[config.mk]
export PLATFORM = sky130hd
export DESIGN_NAME = prefetch_dma_scheduler
export DESIGN_NICKNAME = d
export VERILOG_FILES = /design/src/rtl/prefetch_dma_scheduler.sv
export SDC_FILE = /design/constraint.sdc
export NUM_CORES = 1
export LEC_CHECK = 0
export CORE_ASPECT_RATIO = 1.2
export CORE_MARGIN = 2
export CORE_UTILIZATION = 45
export DETAILED_ROUTE_END_ITERATION = 12
export HOLD_SLACK_MARGIN = 0.15
export PLACE_DENSITY_LB_ADDON = 0.3
export RECOVER_POWER = 25
export SKIP_LAST_GASP = 1
export SYNTH_ARGS = -nofsm -noshare
export SYNTH_HDL_FRONTEND = slang
export SYNTH_SLANG_ARGS = --single-unit
[constraint.sdc]
create_clock -name clk -period 3.98 [get_ports clk]
set_input_delay 1.194 -clock clk [delete_from_list [all_inputs] [get_ports clk]]
set_output_delay 1.194 -clock clk [all_outputs]
set_load 0.02 [all_outputs]
[src/rtl/prefetch_dma_scheduler.sv]
// DMA fill sequencer for the two ping-pong CNN prefetch buffers: round-robin grant,
// burst-split read commands, and registered steering of returning beats into the granted buffer.
module prefetch_dma_scheduler #(
    parameter int BEAT_BYTES = 8,
    parameter int MAX_BURST  = 16
) (
    input  logic        clk,
    input  logic        rst,
    input  logic [2:0]  buffer0_state,
    input  logic [2:0]  buffer1_state,
    input  logic [31:0] start_address,
    input  logic [31:0] prefetch_length,
    output logic        prefetch_select,
    output logic        prefetch_enable,
    output logic        prefetch_write,
    output logic [63:0] data_in,
    output logic [31:0] data_in_address,
    output logic        prefetch_finish,
    output logic        dma_cmd_valid,
    input  logic        dma_cmd_ready,
    output logic [31:0] dma_cmd_addr,
    output logic [8:0]  dma_cmd_beats,
    input  logic        dma_rvalid,
    input  logic [63:0] dma_rdata,
    input  logic        dma_rlast,
    output logic        dma_rready,
    output logic        busy,
    output logic        protocol_err
);
    localparam int          SHIFT         = $clog2(BEAT_BYTES);
    localparam logic [31:0] BEAT_INC      = 32'(BEAT_BYTES);
    localparam logic [31:0] BURST_CAP     = 32'(MAX_BURST);
    localparam logic [2:0]  WAIT_PREFETCH = 3'b001;

    typedef enum logic [2:0] {IDLE, GRANT, CMD, DATA, FINISH} state_t;

    state_t      state_q;
    logic        select_q, enable_q, write_q, finish_q, cmd_valid_q, rready_q, err_q;
    logic        last_served_q;
    logic [63:0] data_q;
    logic [31:0] waddr_q, cmd_addr_q, addr_q, remaining_q;
    logic [8:0]  cmd_beats_q, burst_cnt_q;

    logic        req0_d, req1_d, grant_d, last_beat_d;
    logic [31:0] len_beats_d, addr_inc_d, rem_dec_d;

    function automatic logic [8:0] burst_beats(input logic [31:0] rem);
        return (rem > BURST_CAP) ? 9'(MAX_BURST) : rem[8:0];
    endfunction

    always_comb begin
        req0_d      = (buffer0_state == WAIT_PREFETCH);
        req1_d      = (buffer1_state == WAIT_PREFETCH);
        // On a tie the buffer not served last wins; otherwise the lone requester.
        grant_d     = (req0_d && req1_d) ? ~last_served_q : req1_d;
        len_beats_d = prefetch_length >> SHIFT;
        addr_inc_d  = addr_q + BEAT_INC;
        rem_dec_d   = remaining_q - 32'd1;
        last_beat_d = (burst_cnt_q == 9'd1);
    end

    // NOTE: all state updates use non-blocking assignments so every register sees pre-edge values.
    always_ff @(posedge clk) begin
        if (rst) begin
            state_q       <= IDLE;
            select_q      <= 1'b0;
            enable_q      <= 1'b0;
            write_q       <= 1'b0;
            finish_q      <= 1'b0;
            cmd_valid_q   <= 1'b0;
            rready_q      <= 1'b0;
            err_q         <= 1'b0;
            last_served_q <= 1'b1;
            data_q        <= '0;
            waddr_q       <= '0;
            cmd_addr_q    <= '0;
            cmd_beats_q   <= '0;
            addr_q        <= '0;
            remaining_q   <= '0;
            burst_cnt_q   <= '0;
        end else begin
            enable_q <= 1'b0;
            write_q  <= 1'b0;
            finish_q <= 1'b0;
            case (state_q)
                IDLE: begin
                    if (req0_d || req1_d) begin
                        select_q <= grant_d;
                        enable_q <= 1'b1;
                        state_q  <= GRANT;
                    end
                end
                GRANT: begin
                    addr_q      <= start_address;
                    remaining_q <= len_beats_d;
                    if (len_beats_d == 32'd0) begin
                        finish_q <= 1'b1;
                        state_q  <= FINISH;
                    end else begin
                        cmd_valid_q <= 1'b1;
                        cmd_addr_q  <= start_address;
                        cmd_beats_q <= burst_beats(len_beats_d);
                        state_q     <= CMD;
                    end
                end
                CMD: begin
                    if (dma_cmd_ready) begin
                        cmd_valid_q <= 1'b0;
                        burst_cnt_q <= cmd_beats_q;
                        rready_q    <= 1'b1;
                        state_q     <= DATA;
                    end
                end
                DATA: begin
                    if (dma_rvalid) begin
                        write_q     <= 1'b1;
                        data_q      <= dma_rdata;
                        waddr_q     <= addr_q;
                        addr_q      <= addr_inc_d;
                        remaining_q <= rem_dec_d;
                        burst_cnt_q <= burst_cnt_q - 9'd1;
                        // rlast is only cross-checked; the burst boundary comes from burst_cnt.
                        if (dma_rlast != last_beat_d) err_q <= 1'b1;
                        if (last_beat_d) begin
                            rready_q <= 1'b0;
                            if (rem_dec_d != 32'd0) begin
                                cmd_valid_q <= 1'b1;
                                cmd_addr_q  <= addr_inc_d;
                                cmd_beats_q <= burst_beats(rem_dec_d);
                                state_q     <= CMD;
                            end else begin
                                finish_q <= 1'b1;
                                state_q  <= FINISH;
                            end
                        end
                    end
                end
                FINISH: begin
                    last_served_q <= select_q;
                    state_q       <= IDLE;
                end
                default: state_q <= IDLE;
            endcase
        end
    end

    assign prefetch_select = select_q;
    assign prefetch_enable = enable_q;
    assign prefetch_write  = write_q;
    assign data_in         = data_q;
    assign data_in_address = waddr_q;
    assign prefetch_finish = finish_q;
    assign dma_cmd_valid   = cmd_valid_q;
    assign dma_cmd_addr    = cmd_addr_q;
    assign dma_cmd_beats   = cmd_beats_q;
    assign dma_rready      = rready_q;
    assign busy            = (state_q != IDLE);
    assign protocol_err    = err_q;

endmodule

==> flow_metrics.env <==
export IMPL_status="finished with violations"
export IMPL_violations="max-capacitance violations, max-slew violations"
export IMPL_dr_first_iter_drc_count=618
export IMPL_fin_nets=1772
export IMPL_worstPathMaxFanout=12
export IMPL_syn_inst=1392
export IMPL_clk_root_buffer_cell="clkbuf_16"
export IMPL_slowest_stage="or4b_1"
export IMPL_tritoncts="done"
export IMPL_worstSetupPathType="reg -> reg"
export IMPL_path_buf_inv=2
export IMPL_vias=10800
export IMPL_die_y_um=173
export IMPL_io_pins=284
export IMPL_slowest_delay_ns=0.61
export IMPL_fin_worst_skew_ns=0.00942
export IMPL_relSlewSlack=-0.367
export IMPL_ant_nets=0
export IMPL_dpl_cell_area_mm2=0.0137
export IMPL_hold_buffers=0
export IMPL_synth_cell_type_count=65
export IMPL_start_util=0.459
export IMPL_first_pass_iters=5
export IMPL_gp_congestion=0.910
export IMPL_hold_path_class="reg -> reg"
export IMPL_antenna_cells=0
export IMPL_n_fill_cell=2138
export IMPL_post_route_min_period_ns=3.60
export IMPL_wirelength_um=32900
export IMPL_drive_gt1_frac=0.0505
export IMPL_ys_ff_latch=221
export IMPL_fin_ws_ns=0.382
export IMPL_grt_max_degree=119
export IMPL_cts_path_max_buffers=3
export IMPL_dp_final_hpwl_um=22500
export IMPL_cts_buffers=24
export IMPL_pre_cts_ws_ns=0.0508
export IMPL_arrival_ns=4.04
export IMPL_synth_seq_area_share=0.415
export IMPL_power_density_mw_per_mm2=423
export IMPL_hold_viol_final=0
export IMPL_grt_usage=0.256
export IMPL_grt_ovfl_total=0
export IMPL_post_route_period_util=0.904
export IMPL_num_rows=61
export IMPL_post_route_drc_count=0
export IMPL_clock_fmax_mhz=278
export IMPL_clkLatencyLatePin_ns=0.52
export IMPL_grt_pass1_wl_um=52300
export IMPL_cp_data_required_time_ns=4.42
export IMPL_dieArea_mm2=0.0249
export IMPL_crit_chain="inv_1, ha_1, or4b_1, nor3_4, nand4_2, a2111oi_2, and4_1, a21o_2, buf_4, mux2i_1"
export IMPL_synth_nets=1536
export IMPL_yosys_warnings=0
export IMPL_die_w_um=144
export IMPL_area_growth_pct=36.4
export IMPL_cts_setup_buffers=0
export IMPL_max_cap_violations=1
export IMPL_rsz0062_at_grt="false"
export IMPL_final_max_slew_viol_count=107
export IMPL_synth_area_per_cell_um2=7.65
export IMPL_vias_per_cell=5.49
export IMPL_worstSetupEndpointType="register"
export IMPL_first_global_vias=10400
export IMPL_cts_resized=0
export IMPL_routedWlPerCell_um=16.8
export IMPL_power_leakage_uw=0.00519
export IMPL_setup_violations=0
export IMPL_tightestPinTransition_ns=2.05
export IMPL_antenna_found_initial=0
export IMPL_syn_area_mm2=0.0107
export IMPL_cts_clk_slew_worst_paths_ns=0.06
export IMPL_synth_edf_count=0
export IMPL_io_buffer_count=280
export IMPL_cts_sinks=221
export IMPL_design_area_mm2=0.0145
export IMPL_cts_htree_levels=1
export IMPL_ys_flop_type="dfxtp_1"
export IMPL_start_kind="register"
export IMPL_final_setup_tns_ns=0
export IMPL_vdd_drop_max_uv=353
export IMPL_core_area_mm2=0.0232
export IMPL_synthArstFlopShare=0
export IMPL_critPathTopFamily="simple AND/OR/NAND/NOR gates"
==> area by class of cell <==
class / instances / area, µm² / share of cell area
inverters: 17 / 63.8 / 0.00439
clock buffers: 30 / 653 / 0.0449
multi-input cells: 1054 / 5760 / 0.396
well taps: 315 / 394 / 0.0271
clock inverters: 12 / 203 / 0.0139
flip-flops and latches: 221 / 4420 / 0.304
repair buffers: 310 / 3040 / 0.209
==> power breakdown <==
part	total, µW	switching, µW	leakage (µW)	internal (µW)
logic	1310	742	0.00298	566
registers	2430	119	0.00179	2310
clock network	2410	927	0.000418	1490
==> layout by cell type (no fill, tap or decap), types with 5 or more instances in the layout <==
cell / n
a311oi_1: 6
nor2b_1: 12
nand4_1: 15
nor2_1: 80
mux2_1: 7
dfxtp_1: 221
or2_2: 7
inv_1: 17
or4_1: 8
ha_1: 5
xnor2_1: 17
and2_1: 8
nor3b_1: 9
a21oi_1: 184
clkdlybuf4s50_1: 279
clkbuf_16: 24
buf_4: 20
mux2i_1: 34
a211o_1: 5
a31oi_1: 6
a211oi_1: 16
xor2_1: 17
a221oi_1: 13
nand3_1: 27
nand2_1: 325
bufinv_16: 5
o21ai_0: 54
nor4_1: 26
and3_1: 14
nor3_1: 32
nand2b_1: 54
and4_1: 8
clkbuf_1: 8
==> per-stage QoR <==
step / utilization / hold slack (ns) / total power [µW] / instances
4_1_cts: 0.629 / 0.453 / 6200 / 1959
5_1_grt: 0.626 / 0.472 / 6430 / 1959
3_5_place_dp: 0.592 / 0.445 / 3770 / 1917
6_report: 0.626 / 0.451 / 6150 / 1959
3_3_place_gp: 0.592 / 0.441 / 3750 / 1917
2_1_floorplan: - / 0.445 / 3290 / 1392
==> cell families after synthesis <==
family,synth area share
and+or+nand+nor,0.284
xor gates and xnor gates,0.0280
DFF,0.415
adders and majority gates,0.00587
buffers and inverters,0.0459
muxes,0.0393
AOI/OAI and AO/OA,0.182
==> Yosys cell counts, drive strengths merged, types with 4 or more instances <==
master  instances  area, µm²
nor2b          12       75.1
nand2b         54        338
xor2           17        149
mux2i          34        340
nand3          27        135
or4             8       60.1
a31oi           6       37.5
nor4           27        175
o21ai          55        275
a21oi         184        921
and2           10       62.6
mux2            7       78.8
nand2         326       1220
and3           14       87.6
xnor2          17        149
a211o           5       43.8
clkbuf         82        308
or3             4       25.0
a211oi         16        120
o211ai          4       30.0
o31a            4       35.0
or2             7       43.8
nor3b          10       75.1
and4            8       70.1
nor2           82        310
inv            17       63.8
a311oi          6       52.6
nand4          16        106
a221oi         13        114
nor3           33        176
buf            18        118
dfxtp         221       4420
ha              5       62.6
==> worst register-to-register path: cells and delay by family, from the launching register on <==
kind | cells | cell delay (ns)
mux | 1 | 0.22
flops | 1 | 0.39
buf+inv | 2 | 0.39
simple gates | 4 | 1.43
fa+ha+maj | 1 | 0.29
compound gates | 2 | 0.80
==> registers in the layout, summed over array words and instances (netlist names) <==
name             count
dma_rready           1
prefetch_finish      1
dma_cmd_addr        32
remaining_q         32
dma_cmd_valid        1
data_in_address     32
prefetch_enable      1
last_served_q        1
burst_cnt_q          9
data_in             64
state_q              3
prefetch_select      1
addr_q              32
prefetch_write       1
dma_cmd_beats        9
protocol_err         1
==> path summary, 6_finish.rpt <==
path	startpoint	end	slack [ns]	cells after the start
worst max-delay path	remaining_q[0]$_SDFFE_PP0P_	dma_cmd_addr[27]$_SDFFE_PP0P_	0.38	10
worst min-delay path	data_in_address[3]$_SDFFE_PP0P_	data_in_address[3]$_SDFFE_PP0P_	0.45	2
worst max register to register	remaining_q[0]$_SDFFE_PP0P_	dma_cmd_addr[27]$_SDFFE_PP0P_	0.38	10
worst min register to register	data_in_address[3]$_SDFFE_PP0P_	data_in_address[3]$_SDFFE_PP0P_	0.45	2
==> per-layer routing <==
layer | GRT usage | wire length (µm) | vias to the layer above
li1 | - | - | 5303
met1 | 0.312 | 13300 | 5038
met5 | 0 | 0 | -
met3 | 0.0518 | 2230 | 55
met4 | 0.0817 | 806 | 0
met2 | 0.450 | 16500 | 357
(Power assumes the default switching activity.)
